`config.mk`:
```
export PLATFORM = sky130hd
export DESIGN_NAME = muldiv_unit_flat
export DESIGN_NICKNAME = d
export VERILOG_FILES = /design/src/rtl/muldiv_unit_if.sv /design/src/rtl/muldiv_unit.sv /design/src/flat_wrapper.sv
export SDC_FILE = /design/constraint.sdc
export NUM_CORES = 1
export LEC_CHECK = 0
export BUFFER_PORTS_ARGS = -buffer_cell sky130_fd_sc_hd__clkbuf_2
export CAP_MARGIN = 40
export CORE_AREA = 2 2 248 177
export DETAILED_ROUTE_END_ITERATION = 16
export DIE_AREA = 0 0 250 179
export GPL_ROUTABILITY_DRIVEN = 0
export PLACE_DENSITY = 0.57
export SYNTH_ARGS = -nofsm -noshare
export SYNTH_HDL_FRONTEND = slang
export SYNTH_SLANG_ARGS = --single-unit
```
`constraint.sdc`:
```
create_clock -name clk -period 3.74 [get_ports clk]
set_clock_uncertainty 0.05 [all_clocks]
set_input_delay 0 -clock clk [delete_from_list [all_inputs] [get_ports clk]]
set_output_delay 0 -clock clk [all_outputs]
set_load 0.02 [all_outputs]
```
`src/rtl/muldiv_unit_if.sv`:
```
// EX-stage request/result bundle between the pipeline and the multiply/divide engine.
interface muldiv_unit_if #(
  parameter int unsigned WIDTH = 32
);
  logic             start_i;
  logic [1:0]       op_i;
  logic [WIDTH-1:0] src_a_i;
  logic [WIDTH-1:0] src_b_i;
  logic             flush_i;
  logic             busy_o;
  logic             ready_o;
  logic [WIDTH-1:0] hi_o;
  logic [WIDTH-1:0] lo_o;

  modport master (
    output start_i, op_i, src_a_i, src_b_i, flush_i,
    input  busy_o, ready_o, hi_o, lo_o
  );

  modport slave (
    input  start_i, op_i, src_a_i, src_b_i, flush_i,
    output busy_o, ready_o, hi_o, lo_o
  );
endinterface

```
`src/rtl/muldiv_unit.sv`:
```
// Multi-cycle MULT/MULTU/DIV/DIVU engine: radix-2 shift-add multiply and restoring
// divide on operand magnitudes, sign fix-up applied when the result is committed.
module muldiv_unit #(
  parameter int unsigned WIDTH = 32,
  parameter int unsigned CNT_W = 6
) (
  input  logic         clk,
  input  logic         resetn,
  muldiv_unit_if.slave bus
);

  typedef enum logic [1:0] {IDLE, RUN, DONE} state_t;

  state_t             state;
  logic [CNT_W-1:0]   cnt;
  logic               is_div_q;
  logic               neg_p_q;
  logic               neg_r_q;
  logic               bzero_q;
  logic [WIDTH-1:0]   a_q;
  logic [WIDTH-1:0]   mag_d;
  logic [WIDTH-1:0]   acc_hi;
  logic [WIDTH-1:0]   acc_lo;
  logic               busy_q;
  logic               ready_q;
  logic [WIDTH-1:0]   hi_q;
  logic [WIDTH-1:0]   lo_q;

  logic               signed_in;
  logic [WIDTH-1:0]   abs_a;
  logic [WIDTH-1:0]   abs_b;
  logic [WIDTH:0]     mul_sum;
  logic               div_ge;
  logic [WIDTH-1:0]   div_diff;
  logic [WIDTH-1:0]   nxt_hi;
  logic [WIDTH-1:0]   nxt_lo;
  logic [2*WIDTH-1:0] prod_fix;
  logic [WIDTH-1:0]   quo_fix;
  logic [WIDTH-1:0]   rem_fix;
  logic [WIDTH-1:0]   res_hi;
  logic [WIDTH-1:0]   res_lo;

  // Unsigned magnitudes; 0x80000000 maps to 2^31, still representable unsigned.
  always_comb begin
    signed_in = ~bus.op_i[0];
    abs_a     = (signed_in && bus.src_a_i[WIDTH-1]) ? ('0 - bus.src_a_i) : bus.src_a_i;
    abs_b     = (signed_in && bus.src_b_i[WIDTH-1]) ? ('0 - bus.src_b_i) : bus.src_b_i;
  end

  // acc_hi: running high product / partial remainder; acc_lo: multiplier / dividend->quotient.
  always_comb begin
    mul_sum  = {1'b0, acc_hi} + {1'b0, (acc_lo[0] ? mag_d : '0)};
    div_ge   = ({acc_hi, acc_lo[WIDTH-1]} >= {1'b0, mag_d});
    div_diff = {acc_hi[WIDTH-2:0], acc_lo[WIDTH-1]} - mag_d;
    nxt_hi   = mul_sum[WIDTH:1];
    nxt_lo   = {mul_sum[0], acc_lo[WIDTH-1:1]};
    if (is_div_q) begin
      nxt_hi = div_ge ? div_diff : {acc_hi[WIDTH-2:0], acc_lo[WIDTH-1]};
      nxt_lo = {acc_lo[WIDTH-2:0], div_ge};
    end
  end

  always_comb begin
    prod_fix = neg_p_q ? ('0 - {acc_hi, acc_lo}) : {acc_hi, acc_lo};
    quo_fix  = neg_p_q ? ('0 - acc_lo) : acc_lo;
    rem_fix  = neg_r_q ? ('0 - acc_hi) : acc_hi;
    res_hi   = prod_fix[2*WIDTH-1:WIDTH];
    res_lo   = prod_fix[WIDTH-1:0];
    if (is_div_q) begin
      res_hi = bzero_q ? a_q : rem_fix;
      res_lo = bzero_q ? '1  : quo_fix;
    end
  end

  always_ff @(posedge clk or negedge resetn) begin
    if (!resetn) begin
      state    <= IDLE;
      cnt      <= '0;
      is_div_q <= 1'b0;
      neg_p_q  <= 1'b0;
      neg_r_q  <= 1'b0;
      bzero_q  <= 1'b0;
      a_q      <= '0;
      mag_d    <= '0;
      acc_hi   <= '0;
      acc_lo   <= '0;
      busy_q   <= 1'b0;
      ready_q  <= 1'b0;
      hi_q     <= '0;
      lo_q     <= '0;
    end else begin
      ready_q <= 1'b0;
      // A flush in DONE still commits: the result is architecturally final there.
      if (bus.flush_i && state != DONE) begin
        state  <= IDLE;
        busy_q <= 1'b0;
      end else begin
        unique case (state)
          IDLE: begin
            if (bus.start_i) begin
              state    <= RUN;
              busy_q   <= 1'b1;
              cnt      <= '0;
              is_div_q <= bus.op_i[1];
              neg_p_q  <= signed_in & (bus.src_a_i[WIDTH-1] ^ bus.src_b_i[WIDTH-1]);
              neg_r_q  <= signed_in & bus.src_a_i[WIDTH-1];
              bzero_q  <= (bus.src_b_i == '0);
              a_q      <= bus.src_a_i;
              mag_d    <= bus.op_i[1] ? abs_b : abs_a;
              acc_lo   <= bus.op_i[1] ? abs_a : abs_b;
              acc_hi   <= '0;
            end
          end
          RUN: begin
            acc_hi <= nxt_hi;
            acc_lo <= nxt_lo;
            cnt    <= cnt + CNT_W'(1);
            if (cnt == CNT_W'(WIDTH-1)) begin
              state  <= DONE;
              busy_q <= 1'b0;
            end
          end
          DONE: begin
            hi_q    <= res_hi;
            lo_q    <= res_lo;
            ready_q <= 1'b1;
            state   <= IDLE;
          end
          default: state <= IDLE;
        endcase
      end
    end
  end

  assign bus.busy_o  = busy_q;
  assign bus.ready_o = ready_q;
  assign bus.hi_o    = hi_q;
  assign bus.lo_o    = lo_q;

endmodule
```
`src/flat_wrapper.sv`:
```
// flat-port wrapper written by rule: the top's interface ports become plain ports
module muldiv_unit_flat 
#(
  parameter int unsigned WIDTH = 32,
  parameter int unsigned CNT_W = 6
)
  (clk, resetn, bus_start_i, bus_op_i, bus_src_a_i, bus_src_b_i, bus_flush_i, bus_busy_o, bus_ready_o, bus_hi_o, bus_lo_o);
  muldiv_unit_if #(.WIDTH(WIDTH)) bus_i ();
  input  logic clk;
  input  logic resetn;
  input wire logic [$bits(bus_i.start_i)-1:0] bus_start_i;
  input wire logic [$bits(bus_i.op_i)-1:0] bus_op_i;
  input wire logic [$bits(bus_i.src_a_i)-1:0] bus_src_a_i;
  input wire logic [$bits(bus_i.src_b_i)-1:0] bus_src_b_i;
  input wire logic [$bits(bus_i.flush_i)-1:0] bus_flush_i;
  output wire logic [$bits(bus_i.busy_o)-1:0] bus_busy_o;
  output wire logic [$bits(bus_i.ready_o)-1:0] bus_ready_o;
  output wire logic [$bits(bus_i.hi_o)-1:0] bus_hi_o;
  output wire logic [$bits(bus_i.lo_o)-1:0] bus_lo_o;
  assign bus_i.start_i = bus_start_i;
  assign bus_i.op_i = bus_op_i;
  assign bus_i.src_a_i = bus_src_a_i;
  assign bus_i.src_b_i = bus_src_b_i;
  assign bus_i.flush_i = bus_flush_i;
  assign bus_busy_o = bus_i.busy_o;
  assign bus_ready_o = bus_i.ready_o;
  assign bus_hi_o = bus_i.hi_o;
  assign bus_lo_o = bus_i.lo_o;
  muldiv_unit #(.WIDTH(WIDTH), .CNT_W(CNT_W)) u_core (.clk(clk), .resetn(resetn), .bus(bus_i));
endmodule
```
[Word-level counts from Yosys, hierarchy flattened]
Index checks and enable logic that the tools add are counted.
Operators by class
  $add $sub $neg: 8
  magnitude comparators: 1
  equality and inequality tests: 7
  multiplexer cells: 31
  bitwise gates (word level): 5
  reductions and logical operators: 12
Operators with widths (number)
  32-bit 2-to-1 mux: 16
  32-bit one-hot mux with 2 select lines: 2
  1-bit by 32-bit subtractor with 32-bit output, first input constant: 4
  64-bit 2-to-1 mux: 1
  1-bit by 64-bit subtractor with 64-bit output, first input constant: 1
  32-bit by 32-bit adder with 33-bit output: 1
  33-bit by 32-bit greater-or-equal comparator with 1-bit output: 1
  32-bit zero test: 1
  32-bit subtractor: 1
  6-bit one-hot mux with 2 select lines: 1
  3-bit AND reduction: 3
  6-bit by 1-bit adder with 6-bit output, second input constant: 1
  6-bit by 5-bit == test with 1-bit output, second input constant: 1
  2-bit 2-to-1 mux: 3
  6-bit 2-to-1 mux: 1
  1-bit 2-to-1 mux: 5
  2-bit inequality test, second input constant: 2
  2-bit one-hot mux with 2 select lines: 1
  2-bit AND reduction: 2
  1-bit logical AND: 3
  3-bit by 1-bit inequality test with 1-bit output, second input constant: 1
  3-bit by 2-bit inequality test with 1-bit output, second input constant: 1
  3-bit nonzero test: 1
  1-bit AND: 2
  7 further kinds: 8
Storage, ports and cells
  register bits: 206
  input port bits: 70
  output and inout port bits: 66

[Longest topological paths before layout]
Gate-level depths: netlist (run 1).
  depth in word-level cells: 6
  mapped depth: 14
  depth with buffers taken out: 13

[Worst setup path after synthesis (run 1)]
Ideal clock, no wire load.
  path type: reg-to-reg
  start: reg u_core.acc_lo[0]
  end: reg u_core.hi_q[24], in the netlist u_core.bus.hi_o[24]
  library setup time: 0.087 ns
  data arrival time: 3.004 ns
  data required time: 3.603 ns
  setup slack: 0.600 ns
  stages on the path, launching flop included: 14
  cell sequence: dfrtp_1 > inv_1 > clkbuf_1 > ha_1 > nand2b_1 > or3_1 > buf_2 > or4_4 > or2_1 > buf_6 > o41ai_2 > xnor2_1 > nand2_1 > o211ai_1
On the way
  longest elaborated chain between the ends: 3
RTL lines
  from (decl): line muldiv_unit.sv:23  | logic [WIDTH-1:0] acc_lo;
  from (signal assigned): line muldiv_unit.sv:110  | acc_lo <= bus.op_i[1] ? abs_a : abs_b;
  from (signal assigned): line muldiv_unit.sv:116  | acc_lo <= nxt_lo;
  1-bit by 64-bit subtractor with 64-bit output: line muldiv_unit.sv:64  | prod_fix = neg_p_q ? ('0 - {acc_hi, acc_lo}) : {acc_hi, acc_lo};
  64-bit 2-to-1 mux: line muldiv_unit.sv:64
  32-bit 2-to-1 mux: line muldiv_unit.sv:69  | if (is_div_q) begin
  to (signal assigned): line muldiv_unit.sv:124  | hi_q <= res_hi;
  to (decl): line muldiv_unit.sv:26  | logic [WIDTH-1:0] hi_q;
Every way passes these cells.
A chain may end at the register's enable or synchronous reset.

[Final worst setup path (run 1)]
  start: reg u_core.acc_lo[0]
  end: reg u_core.acc_hi[27]
On the way
  longest elaborated chain between the ends: 4
RTL lines
  32-bit 2-to-1 mux: line muldiv_unit.sv:52  | mul_sum = {1'b0, acc_hi} + {1'b0, (acc_lo[0] ? mag_d : '0)};
  32-bit by 32-bit adder with 33-bit output: line muldiv_unit.sv:52
  32-bit 2-to-1 mux: line muldiv_unit.sv:57  | if (is_div_q) begin
  32-bit one-hot mux with 2 select lines: line muldiv_unit.sv:98  | unique case (state)
  to (signal assigned): line muldiv_unit.sv:115  | acc_hi <= nxt_hi;
  to (decl): line muldiv_unit.sv:22  | logic [WIDTH-1:0] acc_hi;
Every way passes these cells.

==> key figures, run 1 <==
Placed design
  • Place WS: 291 ps
  • # port buffers: 135
  • HPWL after DPL: 49800 um

Floorplanning
  • Die height: 179 um
  • Starting Density: 39.3%
  • FP Rows: 64
  • DIE AREA: 44800 sq um
  • IO Count: 136
  • Core area: 42800 sq um
  • Die W: 250 um

Synthesis
  • Number of synthesized register bits: 206
  • Mapped Area: 16800 sq um
  • Number of synthesized flops with an enable pin: 0
  • Synth Instances: 2168
  • Number of distinct library cells after synthesis: 71
  • Cell taking the most area after synthesis: dfrtp_1
  • Top_reg_cell synth: dfrtp_1
  • Synth warn: 0
  • Async SR Flop Fraction: 100%
  • Syn Area/Cell: 7.75 sq um
  • Post-synth top area share: 30.7%
  • Net Count, Synth: 2309
  • Sequential-to-total area share from yosys stat: 30.7%
  • Area contributors post-synth: dfrtp_1 (31%), nand2_1 (6.6%), o21ai_0 (5.7%)

Setup path
  • Setup slack, reg-to-reg: 190 ps
  • Startpoint types: register
  • RR Startpoint: u_core.acc_lo[0]
  • Critical path data required time: 4160 ps
  • WS Path Type: register to register
  • Crit Path Max Fanout: 6
  • Worst reg-to-reg path cell count: 13
  • Critical path capture point type: register
  • CP Data Arrival Time: 3970 ps
  • FF-to-FF End: u_core.acc_hi[27]

Detailed routing
  • DR iter-0 viols: 1996
  • Routed vias: 17.2k
  • First-pass DRT Iterations: 6
  • Post-DRT Antenna Nets: 0
  • Drt drc: 0
  • Via-to-Cell Ratio: 5.94
  • WL final: 65000 um
  • Routed WL per cell: 22.5 um

Global route
  • First-pass GRT wire length: 97900 um
  • Grt ovf: 0
  • Gr usage total: 28.6%
  • Number of global-route vias before repair: 15.8k
  • Largest net degree at the start of global routing: 95
  • Initial antenna violation count: 1

STA
  • Hold slack final: -16.6 ps
  • Slew headroom: 38.7%
  • Final slew viol count: 0
  • Worst-margin pin slew: 919 ps
  • Final min period: 3550 ps
  • Setup TNS: 0 ps
  • Tcrit/Tclk final: 94.8%
  • Final WS setup: 194 ps
  • F_max: 0.282 GHz
  • Final Hold Viols: 7
  • # setup viols final: 0
  • RSZ-0062 raised after global routing: false

CTS
  • CTS tree: yes
  • Clock sink count: 206
  • Clock Latency Late Sink: 570 ps
  • CTS Buf Count: 24
  • Post-CTS setup buffer count: 0
  • CTS max path bufs: 3
  • Clock transition at the registers of the reported paths: 70 ps
  • H-tree levels: 1
  • Root buf cell: clkbuf_16

Cells and area
  • Area Overhead vs Synth: 17.7%
  • Final nets: 2459
  • Layout cell share with drive strength beyond 1: 12.7%
  • Most frequent cells in the layout: nand2_1 (296), nor2_1 (216), dfrtp_1 (203)
  • Commonest non-fill, non-tap cell in the layout: nand2_1
  • Diode count: 0

Run status
  • Status: finished, violations left
  • Failing checks: negative hold slack

Power
  • Switching pwr: 7220 uW
  • Int Power: 7600 uW
  • Power Density: 750 nW/um^2
  • Leakage power: 0.00874 uW
  • Sw Share: 48.7%
  • Sequential share of power: 24.0%
  • Combinational share of power: 58.9%
  • Clock share of power: 17.2%
  • Worst ir drop on vdd: 342 uV

Hold path
  • HP Class: input pin to asynchronous set/reset pin

Run
  • Max-cap viol count: 0
## worst max-delay path, cell delays in order (launching register included)
cell and delay (ps):
dfrtp_1 450, and2_1 160, ha_1 160, inv_1 50, fa_1 400, nor2b_1 210, o211ai_1 130, a31oi_1 370
o21ai_0 380, o31ai_2 450, a21boi_0 180, xnor2_1 170, o221ai_1 120, o21ai_0 190
## final cells by class
type                       count  area [sq um]
clock buffer                  30           663
sequential                   206          5160
inverter                      59           221
clock inverter                14           175
fill                        4227         23000
timing repair buffer         274          1950
multi-input combinational   1753         10900
tap                          561           702
## power groups by stage
stage / Sequential [uW] / Combinational, uW / Clock (uW)
floorplan: 3170 / 6030 / 0
global route: 3600 / 9510 / 2670
detailed placement: 3550 / 8410 / 0
global placement: 3550 / 8310 / 0
CTS: 3520 / 8520 / 2600
finish: 3550 / 8730 / 2550
## layer usage
| layer | global-route usage (%) | routed length (um) |
|---|---|---|
| met1 | 42.8 | 30300 |
| met2 | 39.6 | 25800 |
| met3 | 8.01 | 7230 |
| met4 | 7.78 | 1700 |
| met5 | 0 | 0 |
## Yosys cell counts (7+ instances only)
library cell,instances
clkbuf_1,129
a31oi_1,22
nor4_1,16
nor2b_1,25
mux2_2,7
nand2b_1,21
xnor2_1,99
o21ai_0,193
or4_1,10
o211ai_1,18
or2_2,12
inv_1,58
nor3b_1,10
buf_1,16
a21o_1,24
o21a_1,11
o22a_1,7
o31ai_1,31
nor3_1,38
nand3_1,23
o41ai_1,9
a22oi_1,16
nor2_1,217
dfrtp_1,206
o22ai_1,12
or3_1,37
nand2_1,297
mux2i_1,77
ha_1,69
o221ai_1,12
a221oi_1,8
xor2_1,96
o21ai_1,24
nand4_1,22
a21oi_1,192
a211oi_1,20
## kinds of logic (layout without fill, tap and decap cells)
kind of cell | after synthesis | count (layout) | synth area share (%)
buffers and inverters | 209 | 377 | 4.78
adders and majority gates | 72 | 72 | 5.44
xor gates and xnor gates | 195 | 195 | 10.2
and+or+nand+nor | 760 | 760 | 20.7
muxes | 84 | 84 | 5.06
AOI/OAI and AO/OA | 642 | 642 | 23.2
DFF | 206 | 206 | 30.7
## flip-flops by register name, summed over array words and instances, names as in the netlist, 2 cells and up
name,cells
u_core.a_q,32
u_core.acc_hi,32
u_core.acc_lo,32
u_core.bus.hi_o,32
u_core.bus.lo_o,32
u_core.mag_d,32
u_core.cnt,6
u_core.state,2
## stage by stage
step | cell area, sq um | power [uW] | std cells | hold WS (ps) | utilization, %
after floorplan | 16800 | 9200 | 2168 | -346 | -
after global placement | 18200 | 11900 | 2785 | 25.9 | 42.6
after detailed placement | 18300 | 12000 | 2789 | 26.8 | 42.8
after CTS | 19800 | 14600 | 2897 | 6.69 | 46.2
after global routing | 19800 | 15800 | 2897 | 37.1 | 46.3
final | 19800 | 14800 | 2897 | -16.6 | 46.3
## worst max path at each step
stage | start | end | slack (ps)
2_1_floorplan | u_core.acc_lo[0] | u_core.bus.hi_o[24] | 600
3_3_place_gp | u_core.acc_lo[0] | u_core.acc_hi[27] | 330
3_5_place_dp | u_core.acc_lo[0] | u_core.acc_hi[27] | 290
4_1_cts | u_core.acc_lo[0] | u_core.acc_hi[27] | 230
5_1_grt | u_core.acc_lo[0] | u_core.acc_hi[27] | 8
6_report | u_core.acc_lo[0] | u_core.acc_hi[27] | 190
## repair_timing
action,4_1_cts,5_1_grt
endpoints found under the hold margin,237,0
endpoints found under the setup margin,0,2
gates resized for setup,0,2
hold buffers,64,0
(Power assumes the default switching activity.)
==> run 2: changes to the inputs <==
--- a/config.mk
+++ b/config.mk
@@ -7,11 +7,12 @@
 export LEC_CHECK = 0
 export BUFFER_PORTS_ARGS = -buffer_cell sky130_fd_sc_hd__clkbuf_2
 export CAP_MARGIN = 40
-export CORE_AREA = 2 2 248 177
+export CORE_AREA = 2 2 211 150
 export DETAILED_ROUTE_END_ITERATION = 16
-export DIE_AREA = 0 0 250 179
+export DIE_AREA = 0 0 213 152
 export GPL_ROUTABILITY_DRIVEN = 0
-export PLACE_DENSITY = 0.57
+export PLACE_DENSITY = 0.75
+export RECOVER_POWER = 25
 export SYNTH_ARGS = -nofsm -noshare
 export SYNTH_HDL_FRONTEND = slang
 export SYNTH_SLANG_ARGS = --single-unit
==> run 2 against run 1 <==
Clock-buffer cell count is the same. Register-to-register slack gained 20 ps. Total power shrank 2.1%. Cell count shrank 5.5%. Sequential share of layout area grew 0.65 points. Via count grew 2.2%. The run ends with max-capacitance violations, max-slew violations left. Sequential cell count is the same. Highest routed layer is now met5. Global-route usage grew 8.6 points. Non-clock buffer count shrank 15.
==> key figures, run 2 (same netlist as run 1, synthesis figures left out) <==
Run status
  • Status: finished, violations left
  • Failing checks: max-capacitance violations, max-slew violations

Power
  • Int Power: 7420 uW
  • Leakage power: 0.00849 uW
  • Sw Share: 48.9%
  • Power Density: 752 nW/um^2
  • Switching pwr: 7100 uW
  • Worst ir drop on vdd: 648 uV
  • Combinational share of power: 59.0%
  • Sequential share of power: 25.0%
  • Clock share of power: 16.0%

Setup path
  • Cell Chain, Critical Path: inv_1, buf_12, nor2_1, ha_1, a21oi_1, nand2_1, a31oi_1, o31a_1, o211a_1, o21ai_0, a21oi_1, mux2_2, o31ai_1
  • Crit Path Max Fanout: 31
  • Critical path data required time: 4110 ps
  • Critical path capture point type: register
  • Crit path depth: 13
  • CP Data Arrival Time: 3900 ps
  • WP buf/inv: 2
  • Cell mode on critical path: a21oi_1
  • WS Path Type: register to register
  • Worst reg-to-reg path cell count: 13
  • Crit-path leading delay family: compound AO/OA/AOI/OAI gates
  • Slowest stage cell, crit path: dfrtp_1
  • Critical path's largest stage delay: 450 ps
  • Startpoint types: register

Floorplanning
  • IO Count: 136
  • FP Rows: 54
  • Core area: 30600 sq um
  • DIE AREA: 32400 sq um
  • Die height: 152 um
  • Die W: 213 um
  • Starting Density: 54.9%

Detailed routing
  • Via-to-Cell Ratio: 6.42
  • Drt drc: 0
  • First-pass DRT Iterations: 6
  • Routed vias: 17.6k
  • DR iter-0 viols: 2555
  • WL final: 61000 um
  • Routed WL per cell: 22.3 um
  • Post-DRT Antenna Nets: 0

CTS
  • Post-CTS setup buffer count: 0
  • Clock sink count: 206
  • H-tree levels: 1
  • CTS max path bufs: 3
  • CTS tree: yes
  • Clock transition at the registers of the reported paths: 60 ps
  • Root buf cell: clkbuf_16
  • CTS Buf Count: 23
  • Clock Latency Late Sink: 530 ps

Cells and area
  • Area Overhead vs Synth: 14.8%
  • Diode count: 0
  • Commonest non-fill, non-tap cell in the layout: nand2_1
  • Final nets: 2443
  • Layout cell share with drive strength beyond 1: 10.7%
  • Most frequent cells in the layout: nand2_1 (296), nor2_1 (216), dfrtp_1 (203)

STA
  • F_max: 0.284 GHz
  • RSZ-0062 raised after global routing: false
  • Final slew viol count: 77
  • Tcrit/Tclk final: 94.3%
  • # setup viols final: 0
  • Setup TNS: 0 ps
  • Worst-margin pin slew: 2120 ps
  • Slew headroom: -41.5%
  • Final Hold Viols: 0
  • Hold slack final: 31.1 ps
  • Final min period: 3530 ps

Global route
  • Number of global-route vias before repair: 16.2k
  • Initial antenna violation count: 1
  • Grt ovf: 0
  • Gr usage total: 37.2%
  • Largest net degree at the start of global routing: 93
  • First-pass GRT wire length: 93500 um

Hold path
  • Hold Crit Depth: 5
  • HP Class: input pin to register

Run
  • Max-cap viol count: 1

Placed design
  • HPWL after DPL: 45400 um
  • # port buffers: 135
-- run 2: cell count changes in the layout (fill, tap and decap cells not counted), sizes merged --
cell         change
clkbuf           +2
inv              +1
clkinvlp         -2
dlygate4sd3      -6
bufinv           -1
clkinv           -1
buf             -11
-- run 2: repair_timing --
action	4_1_cts	5_1_grt
hold endpoints to repair	136	0
hold buffers	58	0
endpoints found under the setup margin	0	1
resized for setup	0	1
-- run 2: power groups by stage --
stage	registers [uW]	logic (uW)	clock network, uW
after floorplan	3170	6030	0
after global placement	3570	8020	0
after detailed placement	3600	8190	0
after CTS	3560	8300	2330
after global routing	3660	9290	2410
final	3640	8570	2320
-- run 2: stage by stage --
stage	instances	cell area [sq um]	utilization [%]	worst slack, ps	power (uW)
floorplan	2168	16800	-	600	9200
global placement	2636	18000	58.8	485	11600
detailed placement	2638	18000	58.9	345	11800
CTS	2737	19300	63.2	326	14200
global route	2738	19300	63.0	26.1	15400
finish	2738	19300	63.0	213	14500
-- run 2: final timing paths --
path	start	end	slack (ps)
worst max-delay path	u_core.acc_lo[0]	u_core.acc_hi[26]	210
worst min-delay path	bus_start_i	u_core.mag_d[13]	30
worst max register to register	u_core.acc_lo[0]	u_core.acc_hi[26]	210
worst min register to register	u_core.bus.hi_o[14]	u_core.bus.hi_o[14]	420
max in group asynchronous	resetn	u_core.neg_p_q	720
min in group asynchronous	resetn	u_core.bus.hi_o[7]	540
-- run 2: layout make-up --
class / count / area, sq um
flip-flops and latches: 206 / 5160
fillers: 2709 / 11300
clock inverters: 11 / 115
well taps: 420 / 526
clock buffers: 30 / 632
multi-input cells: 1753 / 10900
inverters: 59 / 221
repair buffers: 259 / 1750
-- run 2: metal layers --
| metal | track usage [%] | up-vias | share of wire (%) |
|---|---|---|---|
| li1 | - | 7957 | - |
| met1 | 53.5 | 8348 | 42 |
| met2 | 50.9 | 1090 | 40 |
| met3 | 14.6 | 177 | 15 |
| met4 | 11.4 | 2 | 3.8 |
| met5 | 0 | - | 0.015 |
-- run 2: worst register-to-register path: cells and delay by family, from the launching register on --
kind | cells | cell delay (ps)
compound gates | 7 | 1650
flops | 1 | 450
simple gates | 2 | 180
buf+inv | 2 | 370
mux | 1 | 370
fa+ha+maj | 1 | 350
